--- config.mk ---
export PLATFORM = sky130hd
export DESIGN_NAME = seg_display_scan
export DESIGN_NICKNAME = d
export VERILOG_FILES = /design/src/rtl/seg_display_pkg.sv /design/src/rtl/hex_to_seg7.sv /design/src/rtl/seg_display_scan.sv
export SDC_FILE = /design/constraint.sdc
export NUM_CORES = 1
export LEC_CHECK = 0
export CAP_MARGIN = 20
export CORE_MARGIN = 8
export CORE_UTILIZATION = 40
export CTS_BUF_LIST = sky130_fd_sc_hd__clkbuf_8
export CTS_CLUSTER_DIAMETER = 150
export DETAILED_ROUTE_END_ITERATION = 6
export HOLD_SLACK_MARGIN = 0.02
export PLACE_DENSITY = 0.64
export SETUP_SLACK_MARGIN = 0.05
export SYNTH_ARGS = -nofsm -noshare
export SYNTH_HDL_FRONTEND = slang
export SYNTH_HIERARCHICAL = 1
export SYNTH_SLANG_ARGS = --single-unit
--- constraint.sdc ---
create_clock -name clk -period 2.8 [get_ports clk]
set_clock_uncertainty 0.05 [all_clocks]
set_input_delay 0.7 -clock clk [delete_from_list [all_inputs] [get_ports clk]]
set_output_delay 0.7 -clock clk [all_outputs]
set_load 0.005 [all_outputs]
--- src/rtl/seg_display_pkg.sv ---
// Shared constants and helpers for the seven-segment scan driver:
// active-low hex glyph table, blank pattern and slot-divider sizing.
package seg_display_pkg;

   localparam logic [6:0] SEG_OFF = 7'h7F;

   // Index is the nibble value; bit order is {g,f,e,d,c,b,a}, low = segment on.
   localparam logic [6:0] HEX_SEG [16] = '{
      7'h40, 7'h79, 7'h24, 7'h30, 7'h19, 7'h12, 7'h02, 7'h78,
      7'h00, 7'h10, 7'h08, 7'h03, 7'h46, 7'h21, 7'h06, 7'h0E
   };

   function automatic int calc_div(input int clk_hz, input int refresh_hz);
      return clk_hz / refresh_hz;
   endfunction

   function automatic int calc_slot_w(input int div);
      return (div > 1) ? $clog2(div) : 1;
   endfunction

endpackage

--- src/rtl/hex_to_seg7.sv ---
// Combinational nibble to active-low seven-segment pattern decoder.
module hex_to_seg7
   import seg_display_pkg::*;
(
   input  logic [3:0] nibble,
   output logic [6:0] seg
);

   assign seg = HEX_SEG[nibble];

endmodule

--- src/rtl/seg_display_scan.sv ---
// Multiplexed seven-segment scan driver with frame snapshot, per-digit enable,
// PWM dimming, ghost blanking and frame strobe. Optional: LEADING_ZERO_BLANK_EN.
module seg_display_scan
   import seg_display_pkg::*;
#(
   parameter int DIGITS     = 8,
   parameter int CLK_HZ     = 100_000_000,
   parameter int REFRESH_HZ = 1000,
   parameter int BLANK_CYC  = 16,
   parameter int BR_W       = 4
)(
   input  logic                  clk,
   input  logic                  reset,
   input  logic [4*DIGITS-1:0]   value,
   input  logic [DIGITS-1:0]     dp_value,
   input  logic [DIGITS-1:0]     digit_en,
   input  logic [BR_W-1:0]       brightness,
   output logic [6:0]            seg,
   output logic                  dp,
   output logic [DIGITS-1:0]     an,
   output logic                  frame_done
);

   localparam int DIV    = calc_div(CLK_HZ, REFRESH_HZ);
   localparam int SLOT_W = calc_slot_w(DIV);
   localparam int IDX_W  = (DIGITS > 1) ? $clog2(DIGITS) : 1;

   localparam logic [SLOT_W-1:0] SLOT_LAST = SLOT_W'(DIV - 1);
   localparam logic [SLOT_W-1:0] BLANK_END = SLOT_W'(BLANK_CYC);
   localparam logic [IDX_W-1:0]  IDX_LAST  = IDX_W'(DIGITS - 1);

   logic [SLOT_W-1:0]   slot_cnt;
   logic [IDX_W-1:0]    idx;
   logic [BR_W-1:0]     pwm_cnt;
   logic                slot_end;
   logic                frame_end;

   logic [4*DIGITS-1:0] sh_value;
   logic [DIGITS-1:0]   sh_dp;
   logic [DIGITS-1:0]   sh_en;
   logic [DIGITS-1:0]   snap_en;

   logic [3:0]          cur_nib;
   logic [6:0]          dec_seg;
   logic [DIGITS-1:0]   onehot;
   logic                br_full;
   logic                lit;

   assign slot_end  = (slot_cnt == SLOT_LAST);
   assign frame_end = slot_end && (idx == IDX_LAST);

   always_ff @(posedge clk or posedge reset) begin
      if (reset) begin
         slot_cnt <= '0;
         idx      <= '0;
         pwm_cnt  <= '0;
      end else begin
         pwm_cnt <= pwm_cnt + 1'b1;
         if (slot_end) begin
            slot_cnt <= '0;
            idx      <= frame_end ? '0 : idx + 1'b1;
         end else begin
            slot_cnt <= slot_cnt + 1'b1;
         end
      end
   end

`ifdef LEADING_ZERO_BLANK_EN
   logic leading;

   // Walk down from the top digit; digits above the first nonzero nibble go dark.
   always_comb begin
      snap_en = digit_en;
      leading = 1'b1;
      for (int i = DIGITS - 1; i > 0; i--) begin
         if (value[4*i +: 4] != 4'h0) leading = 1'b0;
         if (leading) snap_en[i] = 1'b0;
      end
   end
`else
   assign snap_en = digit_en;
`endif

   always_ff @(posedge clk or posedge reset) begin
      if (reset) begin
         sh_value <= '0;
         sh_dp    <= '0;
         sh_en    <= '0;
      end else if (frame_end) begin
         sh_value <= value;
         sh_dp    <= dp_value;
         sh_en    <= snap_en;
      end
   end

   assign cur_nib = sh_value[4*idx +: 4];

   hex_to_seg7 u_dec (
      .nibble (cur_nib),
      .seg    (dec_seg)
   );

   always_comb begin
      onehot      = '0;
      onehot[idx] = 1'b1;
   end

   // All-ones brightness must cover the pwm_cnt value that "<" would miss.
   assign br_full = &brightness;
   assign lit     = sh_en[idx] && (slot_cnt >= BLANK_END) &&
                    (br_full || (pwm_cnt < brightness));

   // Output register stage: pins follow counter/shadow state one cycle later.
   always_ff @(posedge clk or posedge reset) begin
      if (reset) begin
         an         <= '1;
         seg        <= SEG_OFF;
         dp         <= 1'b1;
         frame_done <= 1'b0;
      end else begin
         frame_done <= frame_end;
         if (lit) begin
            an  <= ~onehot;
            seg <= dec_seg;
            dp  <= ~sh_dp[idx];
         end else begin
            an  <= '1;
            seg <= SEG_OFF;
            dp  <= 1'b1;
         end
      end
   end

endmodule

* Yosys cells after proc, flatten, opt, wreduce, memory -nomap -nowiden
Memories as Yosys holds them, arrays and structs flattened.
Index checks and enable logic that the tools add are counted.
** Storage, ports and cells
- RAM bits :: 0
- Bits in read-only memories :: 112
- Bits in latches :: 0
- Bits in registers :: 89
- Memories :: 1
** Operators by class
- Reductions and logical operators :: 6
- Bitwise operators :: 3
- Magnitude comparators :: 5
- Eq/ne operators :: 2
- Mux-type cells :: 13
- Divide/modulo/power cells :: 0
- Shifts and indexed selects :: 1
- Add/sub/neg operators :: 3
- Multipliers :: 0
** Memories
- (name not given) :: words 16, width 7, rd ports 1, clocked after Yosys merged registers in 0, write ports 0, RTL line hex_to_seg7.sv:9 : assign seg = HEX_SEG[nibble];
** Operators by type and width (count)
- 32-bit by 6-bit variable part select with 4-bit output :: 1
- 7-bit two-way mux :: 3
- 17-bit by 1-bit adder with 17-bit output, second input constant :: 1
- 17-bit equality test, second input constant :: 1
- 17-bit by 5-bit greater-or-equal comparator with 1-bit output, second input constant :: 1
- 17-bit two-way mux :: 1
- 8-bit two-way mux :: 1
- 8-bit inverter :: 1
- 1-bit binary-select mux with 3-bit select :: 2
- 5-bit greater-or-equal comparator, second input constant :: 1
- 4-bit inverter with 5-bit output :: 1
- 4-bit by 1-bit adder with 4-bit output, second input constant :: 1
- 1-bit logical AND :: 4
- 3-bit by 4-bit less-than comparator with 1-bit output, second input constant :: 1
- 4-bit less-than comparator :: 1
- 1-bit two-way mux :: 4
- 4-bit AND reduction :: 1
- 3-bit by 1-bit adder with 3-bit output, second input constant :: 1
- 1-bit demux with 3-bit select :: 1
- 3-bit equality test, second input constant :: 1
- 3-bit by 1-bit greater-or-equal comparator with 1-bit output, second input constant :: 1
- 3-bit two-way mux :: 1
- 1-bit logical OR :: 1
- 1-bit inverter :: 1

* Logic depth before layout (Yosys ltp)
Gate-level depths: netlist of the first run.
- Depth in word-level cells :: 6
- Gate-level depth with buffers :: 10
- Depth with buffers taken out :: 8

* Hierarchy
Netlist of the first run, hierarchy kept.
** By module, submodules not included
- seg_display_scan :: area each 4013.8 µm², instances 1, sequential area each 2247.2 µm², cells an instance 293
- hex_to_seg7 :: area each 271.5 µm², instances 1, sequential area each 0.0 µm², cells an instance 35

* Worst setup path before layout of the first run
OpenSTA, ideal clock, no wires.
- Kind :: register to register
- Start point :: register idx[1]
- End point :: register seg[0]
- Slack :: 0.089 ns
- Library setup time :: 0.088 ns
- Arrival :: 2.573 ns
- Path buffers :: 2
- Clock period less this slack :: 2.711 ns
- Cell stages (with the launch flop) :: 10
- Data required time :: 2.662 ns
- Path through :: dfrtp_1 -> buf_6 -> clkbuf_1 -> mux4_2 -> mux2_2 -> ha_1 -> or2b_1 -> o211ai_1 -> o21ai_1 -> or3_1
** On the way
- Longest elaborated chain between the ends :: 6
** Ends and longest elaborated chain
- from (decl) :: RTL line seg_display_scan.sv:33 : logic [IDX_W-1:0] idx;
- from (signal assigned) :: RTL line seg_display_scan.sv:61 : idx <= frame_end ? '0 : idx + 1'b1;
- 32-bit by 6-bit variable part select with 4-bit output :: RTL line seg_display_scan.sv:96 : assign cur_nib = sh_value[4*idx +: 4];
- net cur_nib[0] :: RTL line seg_display_scan.sv:43 : logic [3:0] cur_nib;
- 4-bit inverter with 5-bit output (implied by the code) :: RTL line hex_to_seg7.sv:9
- memory read 16 x 7 bit
- 7-bit two-way mux (implied by the code) (2 in a row) :: RTL line hex_to_seg7.sv:9
- net dec_seg[0] :: RTL line seg_display_scan.sv:44 : logic [6:0] dec_seg;
- 7-bit two-way mux :: RTL line seg_display_scan.sv:122 : if (lit) begin
- to (signal assigned) :: RTL line seg_display_scan.sv:124 : seg <= dec_seg;
- to (decl) :: RTL line seg_display_scan.sv:18 : output logic [6:0] seg,
The timed path passes the listed nets, and every way through them passes these cells. The select of a mux whose other input is x is not followed.
A chain may end at the register's enable or synchronous reset.

* Worst setup path in the final report of the first run
- Start point :: input brightness[1]
- End point :: register an[7]
** On the way
- Longest elaborated chain between the ends :: 4
** Ends and longest elaborated chain
- from (decl) :: RTL line seg_display_scan.sv:17 : input logic [BR_W-1:0] brightness,
- 4-bit less-than comparator / 4-bit AND reduction (equally long branches) :: RTL line seg_display_scan.sv:111, seg_display_scan.sv:109
- 1-bit logical OR * :: RTL line seg_display_scan.sv:111 : (br_full || (pwm_cnt < brightness));
- 1-bit logical AND * :: RTL line seg_display_scan.sv:110 : assign lit = sh_en[idx] && (slot_cnt >= BLANK_END) &&
- 8-bit two-way mux * :: RTL line seg_display_scan.sv:122
- to (signal assigned) :: RTL line seg_display_scan.sv:123 : an <= ~onehot;
- to (decl) :: RTL line seg_display_scan.sv:20 : output logic [DIGITS-1:0] an,
Every way passes the cells marked *; elsewhere a longest branch is shown, timed or not.

==> metrics.md, run 1 <==
| Metric | Value |
|---|---|
| Final hold viol count | 0 |
| Syn nets | 397 |
| DP Worst Slack | -0.0971 ns |
| Placed Cells | 528 |
| P&R area growth vs syn | 25.3% |
| Post-synthesis async set-or-reset flop share | 100% |
| Total wire length | 8240 um |
| Synth top area share | 42.6% |
| Worst-Margin Slew | 0.598 ns |
| Yosys reg bits | 89 |
| First-pass GRT wire length | 14300 um |
| Antenna-violating nets left | 0 |
| Vias after detailed routing | 2723 |
| CP Launch Point | brightness[1] |
| Final GP Congestion | 0.838 |
| Worst min path class | reg2reg |
| Starting Density | 41.3% |
| Final setup viols | 0 |
| R2r endpoint | seg[3]$_DFF_PP1_ |
| Synth warn | 6 |
| Port bufs | 70 |
| Bufs on Longest Clock Path | 2 |
| Row cnt | 37 |
| Power Internal | 1.91 mW |
| Largest net degree at the start of global routing | 49 |
| DR pass1 iterations | 4 |
| Vias per std cell | 5.01 |
| Wire per inst | 15.2 um |
| Final #Nets | 472 |
| Clock sinks | 89 |
| Crit Path Category | in2reg |
| Worst setup EP type | flip-flop |
| Final Max Slew Viols | 0 |
| H-tree depth | 3 |
| Clock share of power | 36.6% |
| Hold Startpoint | pwm_cnt[3]$_DFF_PP0_ |
| Switch Pwr | 589 uW |
| Worst R2R Start | idx[0]$_DFFE_PP0N_ |
| Mapped Area | 4290 um2 |
| Final worst slack | 0.278 ns |
| DRC errors left | 0 |
| Crit share post-route | 90.1% |
| Min Tclk post-route | 2.52 ns |
| TritonCTS Buffers | 9 |
| Hold Slack | 0.437 ns |
| Root Driver | clkbuf_8 |
| First DRT Iteration DRCs | 141 |
| Synth top cells by count | 73 x dfrtp_1, 55 x mux2_2, 16 x dfstp_2, 15 x ha_1, 15 x nor2_1 |
| Crit path to | an[7]$_DFF_PP1_ |
| Syn Area/Cell | 13.1 um2 |
| Die Span Y | 120 um |
| Final cell count without fillers | 544 |
| PostCTS Resize Cnt | 0 |
| Synth unique cells | 49 |
| Reg2Reg Depth | 8 |
| Comb pwr share | 9.2% |
| Number of global-route vias before repair | 2905 |
| Clock slew at reported path FFs | 0.09 ns |
| Crit start category | input pin |
| Max-Cap Viols | 0 |
| Peak fanout along the critical path | 10 |
| Maximum clock rate | 396 MHz |
| Most frequent cell after synthesis | dfrtp_1 |
| Data required, critical path | 3.01 ns |
| Dpl cell area | 5160 um2 |
| Pleak | 2.21 nW |
| Critical Path AT | 2.73 ns |
| RSZ-0062 raised after global routing | false |
| Sw Share | 23.5% |
| Final instance area | 5370 um2 |
| Worst reg2reg setup slack | 0.32 ns |
| Core area | 10400 um2 |
| Post-synthesis sequential area ratio | 52.4% |
| Die ar. | 14300 um2 |
| Clk_lat worst skew | 0.35 ns |
| Setup bufs post-CTS | 0 |
| Share of layout cells above drive strength 1 | 29.2% |
| PD cells | 466 nW/um2 |
| GRT Total Usage | 12.1% |
| Area leader, netlist | dfrtp_1 |
| CTS tree | done |
| Ranking of synthesized cells by area | dfrtp_1 43%, mux2_2 14%, dfstp_2 9.8%, mux4_2 5.3%, ha_1 4.4% |
| Flop pwr share | 54.2% |
| Gate Count Post-Synth | 328 |
| Antenna violations before repair | 0 |
| Max-slew headroom | 60.1% |
| DIE WIDTH | 120 um |
| Detail Placement HPWL | 6070 um |
| ANT cells | 0 |
| Gr ovfl total | 0 |
| Status | complete, no violations |
| VDD IR max | 218 uV |
| Final core utilization | 51.8% |
| Ys flop type | dfrtp_1 |
| Num ports | 71 |
| Hold bufs inserted after CTS | 0 |
| EDFF count, synth | 0 |
## cells by family after synthesis
logic type | after synthesis | share of synthesized area (%)
xor+xnor | 16 | 3.27
flops | 89 | 52.4
mux | 70 | 21.3
compound gates | 21 | 3.33
buf+inv | 30 | 3.68
simple gates | 87 | 11.7
fa+ha+maj | 15 | 4.38
## power groups by stage
| stage | Clock [mW] | Sequential, mW | Combinational [mW] |
|---|---|---|---|
| floorplan | 0 | 1.38 | 0.110 |
| global placement | 0 | 1.38 | 0.231 |
| detailed placement | 0 | 1.38 | 0.235 |
| CTS | 0.948 | 1.36 | 0.236 |
| global route | 1.01 | 1.36 | 0.256 |
| finish | 0.916 | 1.36 | 0.230 |
## stage by stage
step / power [mW] / TNS [ns]
after global routing: 2.63 / 0
final: 2.50 / 0
after floorplan: 1.49 / 0
after CTS: 2.54 / 0
after global placement: 1.61 / -0.578
after detailed placement: 1.61 / -1.12
## layout by cell type, fill, tap and decap left out, drive strengths merged, types with 2 or more instances in the layout
master	netlist	layout
inv	14	17
nor4	5	5
buf	9	10
nand3	14	14
a21oi	3	3
o211ai	2	2
o22ai	2	2
o21ai	7	7
or3	10	10
or2	2	2
nand2	14	14
or4b	4	4
nor3	6	6
clkdlybuf4s50	0	70
o21a	2	2
clkbuf	7	9
xor2	6	6
mux2	55	55
ha	15	15
or4	6	6
xnor2	10	10
dfrtp	73	73
nor2	15	15
clkinvlp	0	2
nand4	4	4
mux4	11	11
mux2i	4	4
dfstp	16	16
nand2b	2	2
## routing by layer
layer  GRT usage [%]  wire length (um)
met5               0                 0
met4            4.61               102
met3            3.19               436
met2            18.6              3740
met1            16.2              3960
## flip-flops by register name (all words and copies together) (netlist names)
| register | flops |
|---|---|
| sh_dp | 8 |
| dp | 1 |
| frame_done | 1 |
| sh_en | 8 |
| sh_value | 32 |
| seg | 7 |
| pwm_cnt | 4 |
| idx | 3 |
| slot_cnt | 17 |
| an | 8 |
## worst max-delay path: stages
cell             delay [ns]
clkdlybuf4s50_1        0.48
inv_1                  0.05
ha_1                   0.20
or3b_2                 0.44
o211ai_1               0.09
a21oi_1                0.21
or4b_1                 0.57
## worst min path at each step
stage / to / slack [ns] / depth (start not counted)
5_1_grt: pwm_cnt[3]$_DFF_PP0_ / 0.47 / 1
6_report: pwm_cnt[3]$_DFF_PP0_ / 0.44 / 1
2_1_floorplan: pwm_cnt[0]$_DFF_PP0_ / 0.39 / 1
3_3_place_gp: pwm_cnt[0]$_DFF_PP0_ / 0.42 / 1
3_5_place_dp: sh_dp[1]$_DFFE_PP0P_ / 0.44 / 1
4_1_cts: pwm_cnt[3]$_DFF_PP0_ / 0.46 / 1
## layout make-up
class	instances	area (um2)
Clock buffer	9	124
Sequential cell	89	2250
Timing Repair Buffer	80	801
Multi-Input combinational cell	209	1890
Clock inverter	7	83.8
Tap cell	136	170
Fill cell	934	5000
Inverter	14	58.8
Note: power is estimated with default switching activity, not from simulation.
==> run 2, diff against run 1 <==
--- a/config.mk
+++ b/config.mk
@@ -14,6 +14,7 @@
 export HOLD_SLACK_MARGIN = 0.02
 export PLACE_DENSITY = 0.64
 export SETUP_SLACK_MARGIN = 0.05
+export SKIP_LAST_GASP = 1
 export SYNTH_ARGS = -nofsm -noshare
 export SYNTH_HDL_FRONTEND = slang
 export SYNTH_HIERARCHICAL = 1
==> results of run 2 <==
Final layout, timing and power as in run 1 (identical DEF).
==> run 3, diff against run 2 <==
==> constraint.sdc (replaced) <==
create_clock -name clk -period 2.25 [get_ports clk]
set_clock_uncertainty 0.05 [all_clocks]
set_input_delay 0.5625 -clock clk [delete_from_list [all_inputs] [get_ports clk]]
set_output_delay 0.5625 -clock clk [all_outputs]
set_load 0.005 [all_outputs]
==> metrics.md, run 3 (same netlist as run 1, synthesis figures left out) <==
| Metric | Value |
|---|---|
| Crit share post-route | 101% |
| WHS Endpoint | pwm_cnt[0]$_DFF_PP0_ |
| Hold Slack | 0.433 ns |
| Worst setup EP type | flip-flop |
| Detail Placement HPWL | 6420 um |
| DIE WIDTH | 120 um |
| Final instance area | 5690 um2 |
| Port bufs | 70 |
| Starting Density | 41.3% |
| Largest reg by FF count | sh_value |
| Antenna-violating nets left | 0 |
| Pleak | 2.36 nW |
| DRC errors left | 0 |
| Final cell count without fillers | 569 |
| RSZ-0062 raised after global routing | true |
| Clock slew at reported path FFs | 0.09 ns |
| Reg2Reg Depth | 5 |
| Max-slew headroom | 64.3% |
| TritonCTS Buffers | 9 |
| Data required, critical path | 2.46 ns |
| Placed Cells | 547 |
| Gr ovfl total | 0 |
| Slowest library cell on the worst path | mux4_2 |
| Final Max Slew Viols | 0 |
| Status | finished with violations |
| CTS tree | done |
| Peak fanout along the critical path | 6 |
| P&R area growth vs syn | 32.7% |
| Final worst slack | -0.0300 ns |
| First-pass GRT wire length | 15200 um |
| Worst-Margin Slew | 0.529 ns |
| Most common library cell in the layout ignoring fill and taps | dfrtp_1 |
| Clk_lat worst skew | 0.36 ns |
| Core area | 10400 um2 |
| DP Worst Slack | -0.422 ns |
| Hold Startpoint | pwm_cnt[0]$_DFF_PP0_ |
| Switch Pwr | 707 uW |
| Worst R2R Start | idx[1]$_DFFE_PP0N_ |
| Cell chain of the critical path | buf_6 > mux2i_1 > mux4_2 > a221o_2 > or4b_1 |
| Power Internal | 2.40 mW |
| H-tree depth | 3 |
| Crit start category | flip-flop |
| Number of global-route vias before repair | 3111 |
| Comb pwr share | 9.9% |
| Slowest stage delay, CP | 0.53 ns |
| Max-Cap Viols | 0 |
| Share of layout cells above drive strength 1 | 36.0% |
| Die ar. | 14300 um2 |
| Sw Share | 22.7% |
| Root Driver | clkbuf_8 |
| Final setup viols | 9 |
| Wire per inst | 15.8 um |
| Worst min path class | reg2reg |
| Maximum clock rate | 439 MHz |
| R2r endpoint | an[5]$_DFF_PP1_ |
| Final #Nets | 497 |
| Biggest regs | sh_value (32), slot_cnt (17) |
| Largest net degree at the start of global routing | 90 |
| Worst hold path depth | 1 |
| Register Area | 2250 um2 |
| Total wire length | 8990 um |
| Final hold viol count | 0 |
| Power, Total | 3.11 mW |
| PD cells | 547 nW/um2 |
| Most frequent cells in the layout | 70 x dfrtp_1, 69 x clkdlybuf4s50_1, 52 x mux2_2 |
| Max FFs per register | 32 |
| Final GP Congestion | 0.852 |
| Failing checks | negative setup slack |
| First DRT Iteration DRCs | 126 |
| VDD IR max | 401 uV |
| Row cnt | 37 |
| GRT Total Usage | 13.0% |
| Die Span Y | 120 um |
| Clock share of power | 35.8% |
| DR pass1 iterations | 4 |
| Vias per std cell | 5.07 |
| ANT cells | 0 |
| Flop pwr share | 54.3% |
| Clock sinks | 89 |
| Critical Path AT | 2.49 ns |
| Bufs on Longest Clock Path | 2 |
| Multi-input logic area | 1960 um2 |
| Num ports | 71 |
| Dpl cell area | 5350 um2 |
| Antenna violations before repair | 0 |
| Worst reg2reg setup slack | -0.03 ns |
| Crit Path Category | reg2reg |
| Min Tclk post-route | 2.28 ns |
| Fill cell count | 898 |
| Vias after detailed routing | 2885 |
run 3: worst max-delay path by stage:
stage                            start                to  slack (ns)  depth (start not counted)
floorplan           idx[1]$_DFFE_PP0N_  seg[0]$_DFF_PP1_       -0.20                          9
global placement         brightness[1]   an[7]$_DFF_PP1_       -0.39                          7
detailed placement       brightness[1]   an[5]$_DFF_PP1_       -0.42                          7
CTS                 idx[1]$_DFFE_PP0N_  seg[1]$_DFF_PP1_       -0.04                          6
global route        idx[1]$_DFFE_PP0N_  seg[0]$_DFF_PP1_       -0.12                          7
finish              idx[1]$_DFFE_PP0N_   an[5]$_DFF_PP1_       -0.03                          5
run 3: critical path, delay by kind of cell, from the launching register on:
family / cells / cell delay (ns)
AO/OA/AOI/OAI: 1 / 0.39
multiplexers: 2 / 0.65
flip-flops: 1 / 0.45
AND/OR/NAND/NOR: 1 / 0.52
buffers and inverters: 1 / 0.15
run 3: layer usage:
layer | track usage [%] | wire length (um) | vias up | part of all wire, %
met2 | 21.7 | 4350 | 84 | 48
met5 | 0 | 0 | - | 0
met3 | 3.00 | 564 | 14 | 6.3
li1 | - | - | 1377 | -
met1 | 15.9 | 3930 | 1410 | 44
met4 | 5.39 | 146 | 0 | 1.6
run 3: repair_timing:
item                                    4_1_cts  5_1_grt
gates resized for setup                      17        8
hold endpoints to repair                      0        0
endpoints found under the setup margin       16       62
hold buffers                                  0        0
pin swaps                                    17        6
setup buffers                                 1        2
gates cloned                                  1        2
run 3: layout make-up:
cell class / instances / area share, %
Tap cell: 136 / 2.99
Multi-Input combinational cell: 211 / 34.5
Inverter: 14 / 1.08
Sequential cell: 89 / 39.6
Clock buffer: 10 / 2.42
Clock inverter: 6 / 1.17
Timing Repair Buffer: 103 / 18.3
run 3: stage by stage:
stage / utilization (%) / TNS [ns]
after detailed placement: 51.6 / -5.90
after global routing: 54.8 / -1.04
after global placement: 51.6 / -5.64
after CTS: 54.1 / -0.294
after floorplan: - / -0.978
final: 54.8 / -0.124
run 3: power by group through the flow:
stage	clock network [mW]	registers (mW)	logic [mW]
floorplan	0	1.71	0.140
global placement	0	1.72	0.297
detailed placement	0	1.72	0.301
CTS	1.15	1.69	0.310
global route	1.24	1.70	0.338
finish	1.11	1.69	0.307
